File: src/rtl/shift_issue_stage_if.sv
// Purpose : bundles the command, shifter and result signals of shift_issue_stage.
// Ports   : in_* command handshake, sh_* combinational shifter drive/return,
//           out_* result handshake, occupancy of the command FIFO.
// Modports: slave = the issue stage; master = its environment (upstream, shifter, downstream).
interface shift_issue_stage_if #(
  parameter int DEPTH = 2,
  parameter int TAG_W = 4
) ();
  localparam int OCC_W = $clog2(DEPTH + 1);

  logic             in_valid;
  logic             in_ready;
  logic [31:0]      in_data;
  logic [5:0]       in_amount;
  logic             in_dir;
  logic             in_type;
  logic [TAG_W-1:0] in_tag;

  logic [31:0]      sh_data;
  logic [4:0]       sh_amount;
  logic             sh_dir;
  logic             sh_type;
  logic [31:0]      sh_result;

  logic             out_valid;
  logic             out_ready;
  logic [31:0]      out_data;
  logic [TAG_W-1:0] out_tag;
  logic             out_sat;
  logic [OCC_W-1:0] occupancy;

  modport slave (
    input  in_valid, in_data, in_amount, in_dir, in_type, in_tag,
    output in_ready,
    output sh_data, sh_amount, sh_dir, sh_type,
    input  sh_result,
    output out_valid, out_data, out_tag, out_sat,
    input  out_ready,
    output occupancy
  );

  modport master (
    output in_valid, in_data, in_amount, in_dir, in_type, in_tag,
    input  in_ready,
    input  sh_data, sh_amount, sh_dir, sh_type,
    output sh_result,
    input  out_valid, out_data, out_tag, out_sat,
    output out_ready,
    input  occupancy
  );
endinterface

File: src/rtl/shift_issue_stage.sv
// Purpose : buffers shift commands in a DEPTH-entry FIFO, drives the external
//           32-bit shifter from the FIFO head and registers its result.
// Latency : accept at edge N -> out_valid at edge N+1 at the earliest; 1 result/cycle sustained.
// Backpressure: in_ready = FIFO not full (registered state only); the head issues
//           whenever the output register is empty or being drained this cycle.
// Ports   : clk, rst_n (async active-low); bus = shift_issue_stage_if.slave
//           (in_* command, sh_* shifter drive/return, out_* result, occupancy).
module shift_issue_stage #(
  parameter int DEPTH = 2,
  parameter int TAG_W = 4
) (
  input logic                clk,
  input logic                rst_n,
  shift_issue_stage_if.slave bus
);
  localparam int PTR_W = $clog2(DEPTH);
  localparam int OCC_W = $clog2(DEPTH + 1);

  typedef struct packed {
    logic [31:0]      data;
    logic [5:0]       amount;
    logic             dir;
    logic             typ;
    logic [TAG_W-1:0] tag;
  } cmd_t;

  cmd_t             r_mem [DEPTH];
  logic [PTR_W-1:0] r_wr_ptr;
  logic [PTR_W-1:0] r_rd_ptr;
  logic [OCC_W-1:0] r_count;

  logic             r_out_valid;
  logic [31:0]      r_out_data;
  logic [TAG_W-1:0] r_out_tag;
  logic             r_out_sat;

  logic             w_push;
  logic             w_pop;
  logic             w_not_empty;
  cmd_t             w_head;
  logic             w_sat;
  logic [31:0]      w_result;

  assign w_not_empty  = (r_count != '0);
  assign bus.in_ready = (r_count < OCC_W'(DEPTH));
  assign w_push       = bus.in_valid & bus.in_ready;
  assign w_pop        = w_not_empty & (~r_out_valid | bus.out_ready);
  assign w_head       = r_mem[r_rd_ptr];

  // Shifter inputs are forced to zero when idle so it sees a quiet operand.
  assign bus.sh_data   = w_not_empty ? w_head.data        : '0;
  assign bus.sh_amount = w_not_empty ? w_head.amount[4:0] : '0;
  assign bus.sh_dir    = w_not_empty ? w_head.dir         : 1'b0;
  assign bus.sh_type   = w_not_empty ? w_head.typ         : 1'b0;

  // Amounts 32..63 shift every operand bit out, so the result is just the
  // fill value: sign bits for arithmetic right, zero otherwise.
  assign w_sat    = w_head.amount[5];
  assign w_result = !w_sat ? bus.sh_result :
                    (w_head.dir & w_head.typ) ? {32{w_head.data[31]}} : 32'h0;

  always_ff @(posedge clk or negedge rst_n) begin
    if (!rst_n) begin
      for (int i = 0; i < DEPTH; i++) r_mem[i] <= '0;
      r_wr_ptr <= '0;
      r_rd_ptr <= '0;
      r_count  <= '0;
    end else begin
      if (w_push) begin
        r_mem[r_wr_ptr] <= '{data:   bus.in_data,
                             amount: bus.in_amount,
                             dir:    bus.in_dir,
                             typ:    bus.in_type,
                             tag:    bus.in_tag};
        r_wr_ptr <= r_wr_ptr + PTR_W'(1);
      end
      if (w_pop) r_rd_ptr <= r_rd_ptr + PTR_W'(1);
      case ({w_push, w_pop})
        2'b10:   r_count <= r_count + OCC_W'(1);
        2'b01:   r_count <= r_count - OCC_W'(1);
        default: r_count <= r_count;
      endcase
    end
  end

  always_ff @(posedge clk or negedge rst_n) begin
    if (!rst_n) begin
      r_out_valid <= 1'b0;
      r_out_data  <= '0;
      r_out_tag   <= '0;
      r_out_sat   <= 1'b0;
    end else if (w_pop) begin
      r_out_valid <= 1'b1;
      r_out_data  <= w_result;
      r_out_tag   <= w_head.tag;
      r_out_sat   <= w_sat;
    end else if (bus.out_ready) begin
      r_out_valid <= 1'b0;
    end
  end

  assign bus.out_valid = r_out_valid;
  assign bus.out_data  = r_out_data;
  assign bus.out_tag   = r_out_tag;
  assign bus.out_sat   = r_out_sat;
  assign bus.occupancy = r_count;
endmodule

File: src/flat_wrapper.sv
// flat-port wrapper written by rule: the top's interface ports become plain ports
module shift_issue_stage_flat 
#(
  parameter int DEPTH = 2,
  parameter int TAG_W = 4
)
  (clk, rst_n, bus_in_valid, bus_in_data, bus_in_amount, bus_in_dir, bus_in_type, bus_in_tag, bus_in_ready, bus_sh_data, bus_sh_amount, bus_sh_dir, bus_sh_type, bus_sh_result, bus_out_valid, bus_out_data, bus_out_tag, bus_out_sat, bus_out_ready, bus_occupancy);
  shift_issue_stage_if #(.DEPTH(DEPTH), .TAG_W(TAG_W)) bus_i ();
  input logic clk;
  input logic rst_n;
  input wire logic [$bits(bus_i.in_valid)-1:0] bus_in_valid;
  input wire logic [$bits(bus_i.in_data)-1:0] bus_in_data;
  input wire logic [$bits(bus_i.in_amount)-1:0] bus_in_amount;
  input wire logic [$bits(bus_i.in_dir)-1:0] bus_in_dir;
  input wire logic [$bits(bus_i.in_type)-1:0] bus_in_type;
  input wire logic [$bits(bus_i.in_tag)-1:0] bus_in_tag;
  output wire logic [$bits(bus_i.in_ready)-1:0] bus_in_ready;
  output wire logic [$bits(bus_i.sh_data)-1:0] bus_sh_data;
  output wire logic [$bits(bus_i.sh_amount)-1:0] bus_sh_amount;
  output wire logic [$bits(bus_i.sh_dir)-1:0] bus_sh_dir;
  output wire logic [$bits(bus_i.sh_type)-1:0] bus_sh_type;
  input wire logic [$bits(bus_i.sh_result)-1:0] bus_sh_result;
  output wire logic [$bits(bus_i.out_valid)-1:0] bus_out_valid;
  output wire logic [$bits(bus_i.out_data)-1:0] bus_out_data;
  output wire logic [$bits(bus_i.out_tag)-1:0] bus_out_tag;
  output wire logic [$bits(bus_i.out_sat)-1:0] bus_out_sat;
  input wire logic [$bits(bus_i.out_ready)-1:0] bus_out_ready;
  output wire logic [$bits(bus_i.occupancy)-1:0] bus_occupancy;
  assign bus_i.in_valid = bus_in_valid;
  assign bus_i.in_data = bus_in_data;
  assign bus_i.in_amount = bus_in_amount;
  assign bus_i.in_dir = bus_in_dir;
  assign bus_i.in_type = bus_in_type;
  assign bus_i.in_tag = bus_in_tag;
  assign bus_in_ready = bus_i.in_ready;
  assign bus_sh_data = bus_i.sh_data;
  assign bus_sh_amount = bus_i.sh_amount;
  assign bus_sh_dir = bus_i.sh_dir;
  assign bus_sh_type = bus_i.sh_type;
  assign bus_i.sh_result = bus_sh_result;
  assign bus_out_valid = bus_i.out_valid;
  assign bus_out_data = bus_i.out_data;
  assign bus_out_tag = bus_i.out_tag;
  assign bus_out_sat = bus_i.out_sat;
  assign bus_i.out_ready = bus_out_ready;
  assign bus_occupancy = bus_i.occupancy;
  shift_issue_stage #(.DEPTH(DEPTH), .TAG_W(TAG_W)) u_core (.clk(clk), .rst_n(rst_n), .bus(bus_i));
endmodule
File: config.mk
export PLATFORM = sky130hd
export DESIGN_NAME = shift_issue_stage_flat
export DESIGN_NICKNAME = d
export VERILOG_FILES = /design/src/rtl/shift_issue_stage_if.sv /design/src/rtl/shift_issue_stage.sv /design/src/flat_wrapper.sv
export SDC_FILE = /design/constraint.sdc
export NUM_CORES = 1
export LEC_CHECK = 0
export ABC_AREA = 0
export BUFFER_PORTS_ARGS = -buffer_cell sky130_fd_sc_hd__buf_2
export CORE_MARGIN = 1
export CORE_UTILIZATION = 56
export DETAILED_ROUTE_END_ITERATION = 10
export GPL_ROUTABILITY_DRIVEN = 0
export PLACE_DENSITY_LB_ADDON = 0.2
export SLEW_MARGIN = 40
export SYNTH_ARGS = -nofsm -noshare
export SYNTH_HDL_FRONTEND = slang
export SYNTH_SLANG_ARGS = --single-unit
File: constraint.sdc
create_clock -name clk -period 2.8 [get_ports clk]
set_clock_uncertainty 0.2 [all_clocks]
set_input_delay 0.14 -clock clk [delete_from_list [all_inputs] [get_ports clk]]
set_output_delay 0.14 -clock clk [all_outputs]
set_load 0.02 [all_outputs]
; ---- Word level (Yosys, flattened, before mapping)
; Cells that the tools add are included.
[classes]
addsub = 4
magnitude_cmp = 4
eq_ne = 2
muxes = 15
bitwise = 7
reduce_logical = 4
[op_table]
columns = operator, count
row1 = $mux W44, 4
row2 = $mux W32, 3
row3 = $bwmux W88, 1
row4 = $demux W44 S1, 1
row5 = $reduce_bool A2 Y1, 3
row6 = $mux W5, 1
row7 = $ge A2 B2 Y1 const B, 2
row8 = $mux W1, 4
row9 = $not A1 Y2, 2
row10 = $pmux W2 S2, 1
row11 = $and A1 B1 Y1, 3
row12 = $add A1 B1 Y1 const B, 2
row13 = $add A2 B1 Y2 const B, 1
row14 = $eq A2 B1 Y1 const B, 1
row15 = $eq A2 B2 Y1 const B, 1
row16 = $lt A2 B1 Y1 const B, 1
row17 = $lt A2 B2 Y1 const B, 1
row18 = $sub A2 B1 Y2 const B, 1
row19 = $logic_and A1 B1 Y1, 1
row20 = $not A1 Y1, 1
row21 = $or A1 B1 Y1, 1
[totals]
reg_bits = 130
input_bits = 80
elab_cells = 53

; ---- Longest topological paths before layout
; Gate-level depths: netlist of the first run.
[logic_depth]
word_depth = 7
depth_mapped = 7

; ---- Least setup slack after synthesis of the first run
; OpenSTA, ideal clock, no wires.
[synth_timing]
kind = register to register
from = register u_core.r_count[0], in the netlist u_core.bus.occupancy[0]
to = register u_core.r_count[1], in the netlist u_core.bus.occupancy[1]
setup_ps = 81
arrival_ps = 1622
path_slack_ps = 897
stages_incl_launch_ff = 7
n_path_buf = 1
period_less_slack_ps = 1903
path_cell_list = dfrtp_1 or2_1 and2_4 clkbuf_1 ha_1 nor2_1 xnor2_1
[synth_between]
elab_chain_len = 4
elab_cells_between_ends = 10
cone_classes = add/sub (2) / order compare (1) / eq/ne (2) / mux (1) / bitwise (2) / reduce/logical (2)
[synth_lines]
columns = element, line
row1 = start: declaration, shift_issue_stage.sv:30  ; logic [OCC_W-1:0] r_count;
row2 = start signal: assignment, shift_issue_stage.sv:79  ; 2'b10: r_count <= r_count + OCC_W'(1);
row3 = start signal: assignment, shift_issue_stage.sv:80  ; 2'b01: r_count <= r_count - OCC_W'(1);
row4 = start signal: assignment, shift_issue_stage.sv:81  ; default: r_count <= r_count;
row5 = $reduce_bool A2 Y1 (*), shift_issue_stage.sv:44  ; assign w_not_empty = (r_count != '0);
row6 = $and A1 B1 Y1 (*), shift_issue_stage.sv:47  ; assign w_pop = w_not_empty & (~r_out_valid | bus.out_ready);
row7 = via u_core.w_pop, shift_issue_stage.sv:38  ; logic w_pop;
row8 = $eq A2 B1 Y1 / $eq A2 B2 Y1 (equally long branches), shift_issue_stage.sv:78  ; case ({w_push, w_pop})
row9 = $pmux W2 S2 / $reduce_bool A2 Y1 (equally long branches), --
; Mark *: on every way through the listed nets, which the timed path passes. The rest lies on a longest branch.
; A chain may end at the register's enable or synchronous reset.

; ---- Worst setup path in the final report of the first run
[layout_timing]
from = register u_core.r_rd_ptr
to = output bus_sh_data[9]
[layout_between]
elab_chain_len = 5
[layout_lines]
columns = element, line
row1 = start: declaration, shift_issue_stage.sv:29  ; logic [PTR_W-1:0] r_rd_ptr;
row2 = start signal: assignment, shift_issue_stage.sv:77  ; if (w_pop) r_rd_ptr <= r_rd_ptr + PTR_W'(1);
row3 = $not A1 Y2 (not written as such), shift_issue_stage.sv:48  ; assign w_head = r_mem[r_rd_ptr];
row4 = $mux W44 (not written as such) (3 in series), shift_issue_stage.sv:48
row5 = $mux W32, shift_issue_stage.sv:51  ; assign bus.sh_data = w_not_empty ? w_head.data : '0;
row6 = end: declaration, flat_wrapper.sv:18  ; output wire logic [$bits(bus_i.sh_data)-1:0] bus_sh_data;
; Every way passes these cells. The select of a mux whose other input is x is not followed.

==> results of run 1 <==
## final cells by class
class,count,area [um2],share of cell area
clock buffers,23,477,0.0590
inverters,1,3.75,0.000465
repair buffers,252,1730,0.214
well taps,133,166,0.0206
flip-flops and latches,130,3250,0.403
multi-input cells,296,2340,0.290
clock inverters,9,104,0.0129
## path summary, 6_finish.rpt
path / startpoint / to / slack [ns] / cells after the start
min in group asynchronous: rst_n / u_core.bus.out_data[10]$_DFFE_PN0P_ / 0.53 / 4
hold / removal: bus_out_ready / u_core.bus.out_valid$_DFFE_PN0P_ / 0.1 / 4
setup reg to reg: u_core.bus.occupancy[1]$_DFFE_PN0P_ / u_core.r_mem[40]$_DFFE_PN0P_ / 0.86 / 4
max in group asynchronous: rst_n / u_core.r_mem[68]$_DFFE_PN0P_ / 1.54 / 4
hold reg to reg: u_core.r_mem[68]$_DFFE_PN0P_ / u_core.r_mem[68]$_DFFE_PN0P_ / 0.29 / 1
setup / recovery: u_core.r_rd_ptr$_DFFE_PN0P_ / bus_sh_data[9] / 0.53 / 4
## flip-flops by register name, indices dropped and copies added, names as in the netlist
signal,cells
u_core.bus.out_tag,4
u_core.bus.occupancy,2
u_core.r_mem,88
u_core.r_wr_ptr,1
u_core.bus.out_sat,1
u_core.r_rd_ptr,1
u_core.bus.out_valid,1
u_core.bus.out_data,32
## worst min-delay path: stages
cell and delay [ns]:
buf_2 0.09, nand2b_1 0.14, buf_4 0.26, nand2_1 0.13
## placed cells by master (no fill, tap or decap), drive strengths merged, types with 5 or more instances in the layout
cell,n
nand2,33
clkbuf,23
mux2i,44
a41oi,32
dfrtp,130
nor2,42
buf,173
a21oi,42
dlygate4sd3,79
clkinv,5
mux2,88
## per-layer routing
metal	routed length (um)	part of all wire
met3	898	0.060
met2	7650	0.51
met1	6030	0.40
met4	389	0.026
met5	0	0
## metrics by stage
step                      cells  hold slack, ns  cell area (um2)   util
after floorplan             465          -0.356             5830      -
after global placement      732         -0.0283             6690  0.675
after detailed placement    732         -0.0249             6690  0.675
after CTS                   844          0.0446             8080  0.815
after global routing        844           0.118             8080  0.815
final                       844          0.0953             8080  0.815
## where the power goes
| group | switching (mW) | internal (mW) | total [mW] |
|---|---|---|---|
| sequential | 0.574 | 2.87 | 3.44 |
| combinational | 2.88 | 2.08 | 4.96 |
| clock | 0.781 | 1.36 | 2.14 |
## what timing repair did
item | in CTS | in global routing
setup endpoints to repair | 0 | 0
hold endpoints to repair | 252 | 0
setup buffers | 0 | 0
hold buffers | 80 | 0
## cell families (layout without fill, tap and decap cells)
logic type,Yosys count,in the layout,synth area share
muxes,132,132,0.248
and+or+nand+nor,84,84,0.0601
adders and majority gates,1,1,0.00215
xor gates and xnor gates,5,5,0.00751
DFF,130,130,0.558
AOI/OAI and AO/OA,74,74,0.0842
buffers and inverters,39,285,0.0401
==> flow_metrics.py, run 1 <==
metrics = {
    "routing": {
        "via_per_inst": 5.57,
        "drt-total-wl_mm": 15.0,
        "routed-via-count": 4701,
        "drt-initial-drc-count": 334,
        "route.detailed.drc": 0,
        "post_drt_wl_per_cell_um": 17.7,
        "dr.pass1.iters": 5,
        "antenna_left": 0,
    },
    "timing": {
        "max_freq_mhz": 441,
        "final.setup.worst_slack_ns": 0.533,
        "slew-limit-headroom": 0.676,
        "rsz0062_at_grt": "no",
        "hold_viol": 0,
        "post-route-period-util": 0.810,
        "tightest_slew_ns": 0.486,
        "setup_viol": 0,
        "fin_setup_tns_ns": 0,
        "period_minus_slack_ns": 2.27,
        "drv_slew": 0,
    },
    "synthesis": {
        "syn-cell-area_um2": 5830,
        "synth_cell_types": 28,
        "synth_edf_count": 0,
        "synth_common_cells": "dfrtp_1, mux2_2, mux2i_1, a21oi_1, nor2_1",
        "synth_seq_cells": 130,
        "postSynth.asyncResetShare": 1.00,
        "yosysWarnings": 0,
        "netlist_instances": 465,
        "yosys_most_used_dff": "dfrtp_1",
        "synth-seq-area-share": 0.558,
        "synth_top_area_share": 0.558,
        "syn-num-nets": 546,
        "synthTopCellsByArea": "dfrtp_1, mux2_2, mux2i_1",
        "syn_avg_cell_area_um2": 12.5,
        "yosys.area.top_type": "dfrtp_1",
        "yosysMostFrequentCell": "dfrtp_1",
    },
    "power_and_ir_drop": {
        "p_total_mw": 10.5,
        "ir_drop_mv": 0.822,
        "power-per-cell-area_nw_per_um2": 1300,
        "power.static_leakage_nw": 3.80,
    },
    "grt": {
        "grt_overflow": 0,
        "grt_use_met3": 0.0714,
        "busiest_layer": "met2",
        "grt_max_degree": 61,
        "grt_pass1_vias": 4922,
        "use_met1": 0.360,
        "grt_pass1_wl_mm": 24.7,
        "gr-usage-all-layers": 0.290,
        "antenna_found_initial": 0,
        "grt_use_met2": 0.486,
    },
    "setup_path": {
        "cp.arrival_ns": 1.93,
        "cpPeakStageDelay_ns": 0.43,
        "crit_buf_inv": 2,
        "end_kind": "output pin",
        "worstSetupPathType": "flip-flop to output pin",
        "crit_required_ns": 2.46,
        "cp-start-kind": "flip-flop",
        "cpMaxStageDelayCell": "buf_4",
        "path_max_fanout": 27,
        "path_delay_family": "buffers and inverters",
        "critical_path.cell_chain": "buf_4, mux2i_1, nor2_1, buf_2",
    },
    "clock_network": {
        "cts_inserted_buffers": 17,
        "cts_resized": 0,
        "clockBufferDepth": 2,
        "cts.sinks": 130,
        "root_buffer": "clkbuf_8",
        "htreeDepth": 4,
        "path_clk_slew_ns": 0.06,
        "cts_tree": "built",
        "clk_latency_ns": 0.52,
    },
    "place": {
        "io_buffers": 159,
        "pre_cts_ws_ns": 0.871,
        "dpl.hpwl_mm": 8.16,
    },
    "floorplanning": {
        "die_area_um2": 10800,
        "die_h_um": 104,
        "dieWidth_um": 104,
        "rows": 36,
        "boundaryPins": 160,
        "start_util": 0.588,
        "core_area_um2": 9910,
    },
    "finish": {
        "syn_to_final_growth_pct": 38.6,
        "nNetsFinal": 779,
        "drive_gt1_frac": 0.412,
        "nFillCells": 563,
        "diodes": 0,
    },
    "outcome": {
        "outcome": "complete, no violations",
    },
    "worst_hold_path": {
        "min_path_type": "primary input to flip-flop",
    },
    "flow_run": {
        "maxCapViolations": 0,
    },
}
No activity file was read; power rests on OpenSTA's default activity.
==> run 2, diff against run 1 <==
--- a/config.mk
+++ b/config.mk
@@ -8,7 +8,7 @@
 export ABC_AREA = 0
 export BUFFER_PORTS_ARGS = -buffer_cell sky130_fd_sc_hd__buf_2
 export CORE_MARGIN = 1
-export CORE_UTILIZATION = 56
+export CORE_UTILIZATION = 52
 export DETAILED_ROUTE_END_ITERATION = 10
 export GPL_ROUTABILITY_DRIVEN = 0
 export PLACE_DENSITY_LB_ADDON = 0.2
==> constraint.sdc (replaced) <==
create_clock -name clk -period 2.3 [get_ports clk]
set_clock_uncertainty 0.2 [all_clocks]
set_input_delay 0.115 -clock clk [delete_from_list [all_inputs] [get_ports clk]]
set_output_delay 0.115 -clock clk [all_outputs]
set_load 0.02 [all_outputs]
==> run 2 against run 1 <==
  * Cell area is 0.42% higher
  * Critical path depth stayed put
  * Clock-buffer cell count stayed put
  * Setup slack worse by 0.31 ns
  * Routed wire length is 5.3% lower
  * First-iteration DRC count is 9.3% higher
  * Sequential power is 21% higher
  * Flip-flop and latch count stayed put
  * Die area is 7.5% higher
  * Sequential share of layout area is 0.17 points lower
==> flow_metrics.py, run 2 (synthesis results as in run 1) <==
metrics = {
    "power_and_ir_drop": {
        "power.static_leakage_nw": 3.81,
        "p_switching_mw": 5.04,
        "combPwrFrac": 0.484,
        "switching_share": 0.400,
        "p_int_mw": 7.56,
        "clkPwrFrac": 0.186,
        "ir_drop_mv": 1.13,
        "p_total_mw": 12.6,
        "power-per-cell-area_nw_per_um2": 1550,
        "power_frac_seq": 0.330,
    },
    "routing": {
        "wl_met1_mm": 5.94,
        "post_drt_wl_per_cell_um": 16.6,
        "drt-initial-drc-count": 365,
        "antenna_left": 0,
        "routed-via-count": 4630,
        "dr.pass1.iters": 4,
        "wl_met3_um": 873,
        "dr_wl_met2_mm": 7.02,
        "route.detailed.drc": 0,
        "top_layer": "met4",
        "drt-total-wl_mm": 14.2,
        "via_per_inst": 5.42,
    },
    "floorplanning": {
        "rows": 38,
        "core_area_um2": 10900,
        "die_area_um2": 11600,
        "dieWidth_um": 108,
        "start_util": 0.535,
        "boundaryPins": 160,
        "die_h_um": 108,
    },
    "setup_path": {
        "critical_path.cell_chain": "buf_4, mux2i_1, nor2_1, buf_2",
        "end_kind": "output pin",
        "cpMaxStageDelayCell": "dfrtp_2",
        "cp.arrival_ns": 1.77,
        "worstSetupPathType": "flip-flop to output pin",
        "path_max_fanout": 19,
        "crit_buf_inv": 2,
        "path_delay_family": "buffers and inverters",
        "cpPeakStageDelay_ns": 0.43,
        "crit_required_ns": 1.99,
        "cp-start-kind": "flip-flop",
    },
    "outcome": {
        "outcome": "complete, no violations",
    },
    "grt": {
        "grt_pass1_wl_mm": 23.0,
        "grt_pass1_vias": 4782,
        "gr-usage-all-layers": 0.258,
        "grt_overflow": 0,
        "antenna_found_initial": 0,
        "grt_max_degree": 54,
    },
    "clock_network": {
        "clockBufferDepth": 2,
        "clk_latency_ns": 0.50,
        "root_buffer": "clkbuf_8",
        "cts.sinks": 130,
        "cts_setup_buffers": 0,
        "cts_inserted_buffers": 17,
        "path_clk_slew_ns": 0.06,
        "cts_tree": "built",
        "htreeDepth": 4,
    },
    "timing": {
        "drv_slew": 0,
        "hold_viol": 0,
        "setup_viol": 0,
        "period_minus_slack_ns": 2.08,
        "tightest_slew_ns": 0.447,
        "fin_setup_tns_ns": 0,
        "slew-limit-headroom": 0.702,
        "post-route-period-util": 0.905,
        "rsz0062_at_grt": "no",
        "max_freq_mhz": 480,
    },
    "finish": {
        "largest_register_ffs": 88,
        "mostFrequentLayoutCells": "buf_2, dfrtp_1, mux2_2, dlygate4sd3_1, mux2i_1",
        "fin_area_um2": 8110,
        "regMostFlops": "u_core.r_mem",
        "syn_to_final_growth_pct": 39.2,
        "mostFrequentLayoutCell": "buf_2",
        "drive_gt1_frac": 0.410,
        "nNetsFinal": 784,
        "diodes": 0,
    },
    "flow_run": {
        "maxCapViolations": 0,
    },
    "place": {
        "dpl.hpwl_mm": 8.57,
        "io_buffers": 159,
        "dpl_cell_area_um2": 6790,
    },
    "worst_hold_path": {
        "min_path_type": "primary input to flip-flop",
    },
}
==> run 2: worst paths after layout <==
| kind | start | to | slack (ns) | depth (start not counted) |
|---|---|---|---|---|
| hold reg to reg | u_core.r_mem[53]$_DFFE_PN0P_ | u_core.r_mem[53]$_DFFE_PN0P_ | 0.29 | 1 |
| setup reg to reg | u_core.bus.occupancy[1]$_DFFE_PN0P_ | u_core.r_mem[44]$_DFFE_PN0P_ | 0.38 | 4 |
| hold / removal | bus_out_ready | u_core.bus.occupancy[0]$_DFFE_PN0P_ | 0.02 | 5 |
| min in group asynchronous | rst_n | u_core.bus.out_data[0]$_DFFE_PN0P_ | 0.52 | 4 |
| setup / recovery | u_core.r_rd_ptr$_DFFE_PN0P_ | bus_sh_amount[3] | 0.22 | 4 |
| max in group asynchronous | rst_n | u_core.r_mem[4]$_DFFE_PN0P_ | 1.10 | 4 |
==> run 2: worst register-to-register path, cell delays in order (launching register included) <==
cell and delay [ns]:
dfrtp_1 0.43, nand2b_1 0.25, nor2_4 0.34, buf_12 0.23, mux2_2 0.35
==> run 2: timing repair <==
item	in CTS	in global routing
setup endpoints to repair	0	1
hold endpoints to repair	252	0
resized for setup	0	1
hold buffers	80	0
==> run 2: cell type report <==
type	instances	area, um2
clock buffers	23	447
inverters	1	3.75
flip-flops and latches	130	3250
clock inverters	7	62.6
fillers	732	2770
multi-input cells	296	2350
well taps	140	175
repair buffers	257	1820
==> run 2: metrics by stage <==
step / cells / hold slack, ns / setup WS (ns) / util
2_1_floorplan: 465 / -0.381 / 0.397 / -
3_3_place_gp: 744 / -0.0970 / 0.419 / 0.624
3_5_place_dp: 744 / -0.0969 / 0.359 / 0.624
4_1_cts: 854 / 0.0133 / 0.0846 / 0.745
5_1_grt: 854 / 0.0739 / 0.107 / 0.745
6_report: 854 / 0.0195 / 0.218 / 0.745
==> run 2: routing by layer <==
metal	vias up	global-route usage
met1	2282	0.317
met3	30	0.0678
li1	2140	-
met2	178	0.435
met5	-	0
met4	0	0.0998
==> run 2: power by group through the flow <==
stage	Combinational, mW	Clock, mW	Sequential, mW
6_report	6.10	2.34	4.16
5_1_grt	6.60	2.48	4.30
4_1_cts	6.11	2.38	4.15
3_5_place_dp	5.97	0	4.17
3_3_place_gp	5.84	0	4.10
2_1_floorplan	3.92	0	4.46
==> run 3, diff against run 2 <==
--- a/config.mk
+++ b/config.mk
@@ -7,11 +7,12 @@
 export LEC_CHECK = 0
 export ABC_AREA = 0
 export BUFFER_PORTS_ARGS = -buffer_cell sky130_fd_sc_hd__buf_2
+export CAP_MARGIN = 20
 export CORE_MARGIN = 1
 export CORE_UTILIZATION = 52
 export DETAILED_ROUTE_END_ITERATION = 10
 export GPL_ROUTABILITY_DRIVEN = 0
-export PLACE_DENSITY_LB_ADDON = 0.2
+export PLACE_DENSITY = 0.79
 export SLEW_MARGIN = 40
 export SYNTH_ARGS = -nofsm -noshare
 export SYNTH_HDL_FRONTEND = slang
==> run 3 against run 2 <==
  * Die area did not move
  * Global-route usage rose by 0.35 points
  * Combinational power barely moved
  * Critical path depth did not move
  * Largest cell class unchanged
  * Largest power group unchanged
  * Highest routed layer unchanged
==> flow_metrics.py, run 3 (synthesis results as in run 1) <==
metrics = {
    "clock_network": {
        "clockBufferDepth": 2,
        "cts.sinks": 130,
        "cts_tree": "built",
        "root_buffer": "clkbuf_8",
        "htreeDepth": 4,
        "cts_resized": 0,
        "path_clk_slew_ns": 0.06,
        "clk_latency_ns": 0.51,
        "cts_inserted_buffers": 17,
    },
    "place": {
        "dpl_cell_area_um2": 6720,
        "dp.cells": 740,
        "pre_cts_ws_ns": 0.395,
        "dpl.hpwl_mm": 8.57,
        "io_buffers": 159,
    },
    "floorplanning": {
        "rows": 38,
        "start_util": 0.535,
        "core_area_um2": 10900,
        "die_area_um2": 11600,
        "dieWidth_um": 108,
        "die_h_um": 108,
        "boundaryPins": 160,
    },
    "flow_run": {
        "maxCapViolations": 0,
    },
    "timing": {
        "max_freq_mhz": 480,
        "drv_slew": 0,
        "rsz0062_at_grt": "no",
        "fin_setup_tns_ns": 0,
        "final.setup.worst_slack_ns": 0.215,
        "tightest_slew_ns": 0.430,
        "slew-limit-headroom": 0.713,
        "hold_viol": 0,
        "setup_viol": 0,
        "period_minus_slack_ns": 2.08,
        "post-route-period-util": 0.906,
    },
    "setup_path": {
        "worstSetupPathType": "flip-flop to output pin",
        "end_kind": "output pin",
        "path_max_fanout": 15,
        "cp-start-kind": "flip-flop",
        "cp.arrival_ns": 1.77,
        "crit_required_ns": 1.99,
        "r2r_slack_ns": 0.36,
    },
    "grt": {
        "grt_overflow": 0,
        "grt_pass1_vias": 4810,
        "grt_pass1_wl_mm": 23.2,
        "gr-usage-all-layers": 0.262,
        "antenna_found_initial": 0,
        "grt_max_degree": 68,
    },
    "routing": {
        "route.detailed.drc": 0,
        "post_drt_wl_per_cell_um": 16.9,
        "via_per_inst": 5.41,
        "dr.pass1.iters": 5,
        "antenna_left": 0,
        "drt-initial-drc-count": 428,
        "routed-via-count": 4627,
        "drt-total-wl_mm": 14.4,
    },
    "finish": {
        "nFillCells": 711,
        "nNetsFinal": 783,
        "mostFrequentLayoutCell": "buf_2",
        "final-seq-area_um2": 3250,
        "fin_area_um2": 8150,
        "stdcell_count": 855,
        "syn_to_final_growth_pct": 39.8,
        "regMostFlops": "u_core.r_mem",
        "diodes": 0,
        "largest_register_ffs": 88,
        "multi_input_area_um2": 2350,
        "drive_gt1_frac": 0.417,
        "mostFrequentLayoutCells": "buf_2, dfrtp_1, mux2_2, dlygate4sd3_1, mux2i_1",
    },
    "outcome": {
        "outcome": "complete, no violations",
    },
    "power_and_ir_drop": {
        "ir_drop_mv": 0.824,
        "power-per-cell-area_nw_per_um2": 1580,
        "power.static_leakage_nw": 3.83,
        "p_total_mw": 12.9,
    },
    "worst_hold_path": {
        "min_path_type": "primary input to flip-flop",
    },
}
==> run 3: cell types whose count changed in the layout (fill, tap and decap cells not counted) <==
cell        previous run  this run
buf_12                 7         4
buf_4                 12        15
buf_6                  1         0
bufinv_16              1         2
clkbuf_1               5         1
clkbuf_8               2         6
clkinv_2               5         4
clkinvlp_4             1         3
==> run 3: layout make-up <==
cell class | count | area share
Sequential cell | 130 | 0.400
Multi-Input combinational cell | 296 | 0.288
Timing Repair Buffer | 256 | 0.218
Clock buffer | 23 | 0.0598
Tap cell | 140 | 0.0215
Clock inverter | 9 | 0.0126
Inverter | 1 | 0.000461
==> run 3: path summary, 6_finish.rpt <==
check / endpoint / cells past startpoint / start
setup reg to reg: u_core.bus.occupancy[1]$_DFFE_PN0P_ / 5 / u_core.bus.occupancy[0]$_DFFE_PN0P_
hold reg to reg: u_core.r_mem[83]$_DFFE_PN0P_ / 1 / u_core.r_mem[83]$_DFFE_PN0P_
min in group asynchronous: u_core.bus.out_data[22]$_DFFE_PN0P_ / 4 / rst_n
max in group asynchronous: u_core.bus.out_data[8]$_DFFE_PN0P_ / 4 / rst_n
setup / recovery: bus_sh_data[18] / 4 / u_core.bus.occupancy[0]$_DFFE_PN0P_
hold / removal: u_core.bus.out_valid$_DFFE_PN0P_ / 4 / bus_out_ready
==> run 3: power breakdown <==
| group | switching [mW] | total [mW] | internal (mW) |
|---|---|---|---|
| logic | 3.49 | 6.11 | 2.62 |
| clock network | 0.931 | 2.61 | 1.68 |
| registers | 0.684 | 4.18 | 3.49 |
==> run 3: per-layer routing <==
layer / vias to the layer above / global-route usage / part of all wire
li1: 2140 / - / -
met1: 2266 / 0.311 / 0.41
met2: 197 / 0.453 / 0.51
met3: 24 / 0.0690 / 0.061
met4: 0 / 0.0998 / 0.015
met5: - / 0 / 0
==> run 3: critical path: stages, from the launching register on <==
cell	delay [ns]
dfrtp_1	0.46
nor2_4	0.27
buf_4	0.27
nor2_1	0.08
buf_2	0.16
==> run 3: timing repair <==
item	4_1_cts	5_1_grt
hold endpoints to repair	252	0
hold buffers	80	0
setup buffers	0	3
endpoints found under the setup margin	0	2
==> run 3: per-stage QoR <==
| stage | hold WS [ns] | utilization |
|---|---|---|
| CTS | 0.0595 | 0.746 |
| global placement | -0.138 | 0.617 |
| finish | 0.0811 | 0.748 |
| detailed placement | -0.119 | 0.617 |
| global route | 0.106 | 0.748 |
| floorplan | -0.381 | - |
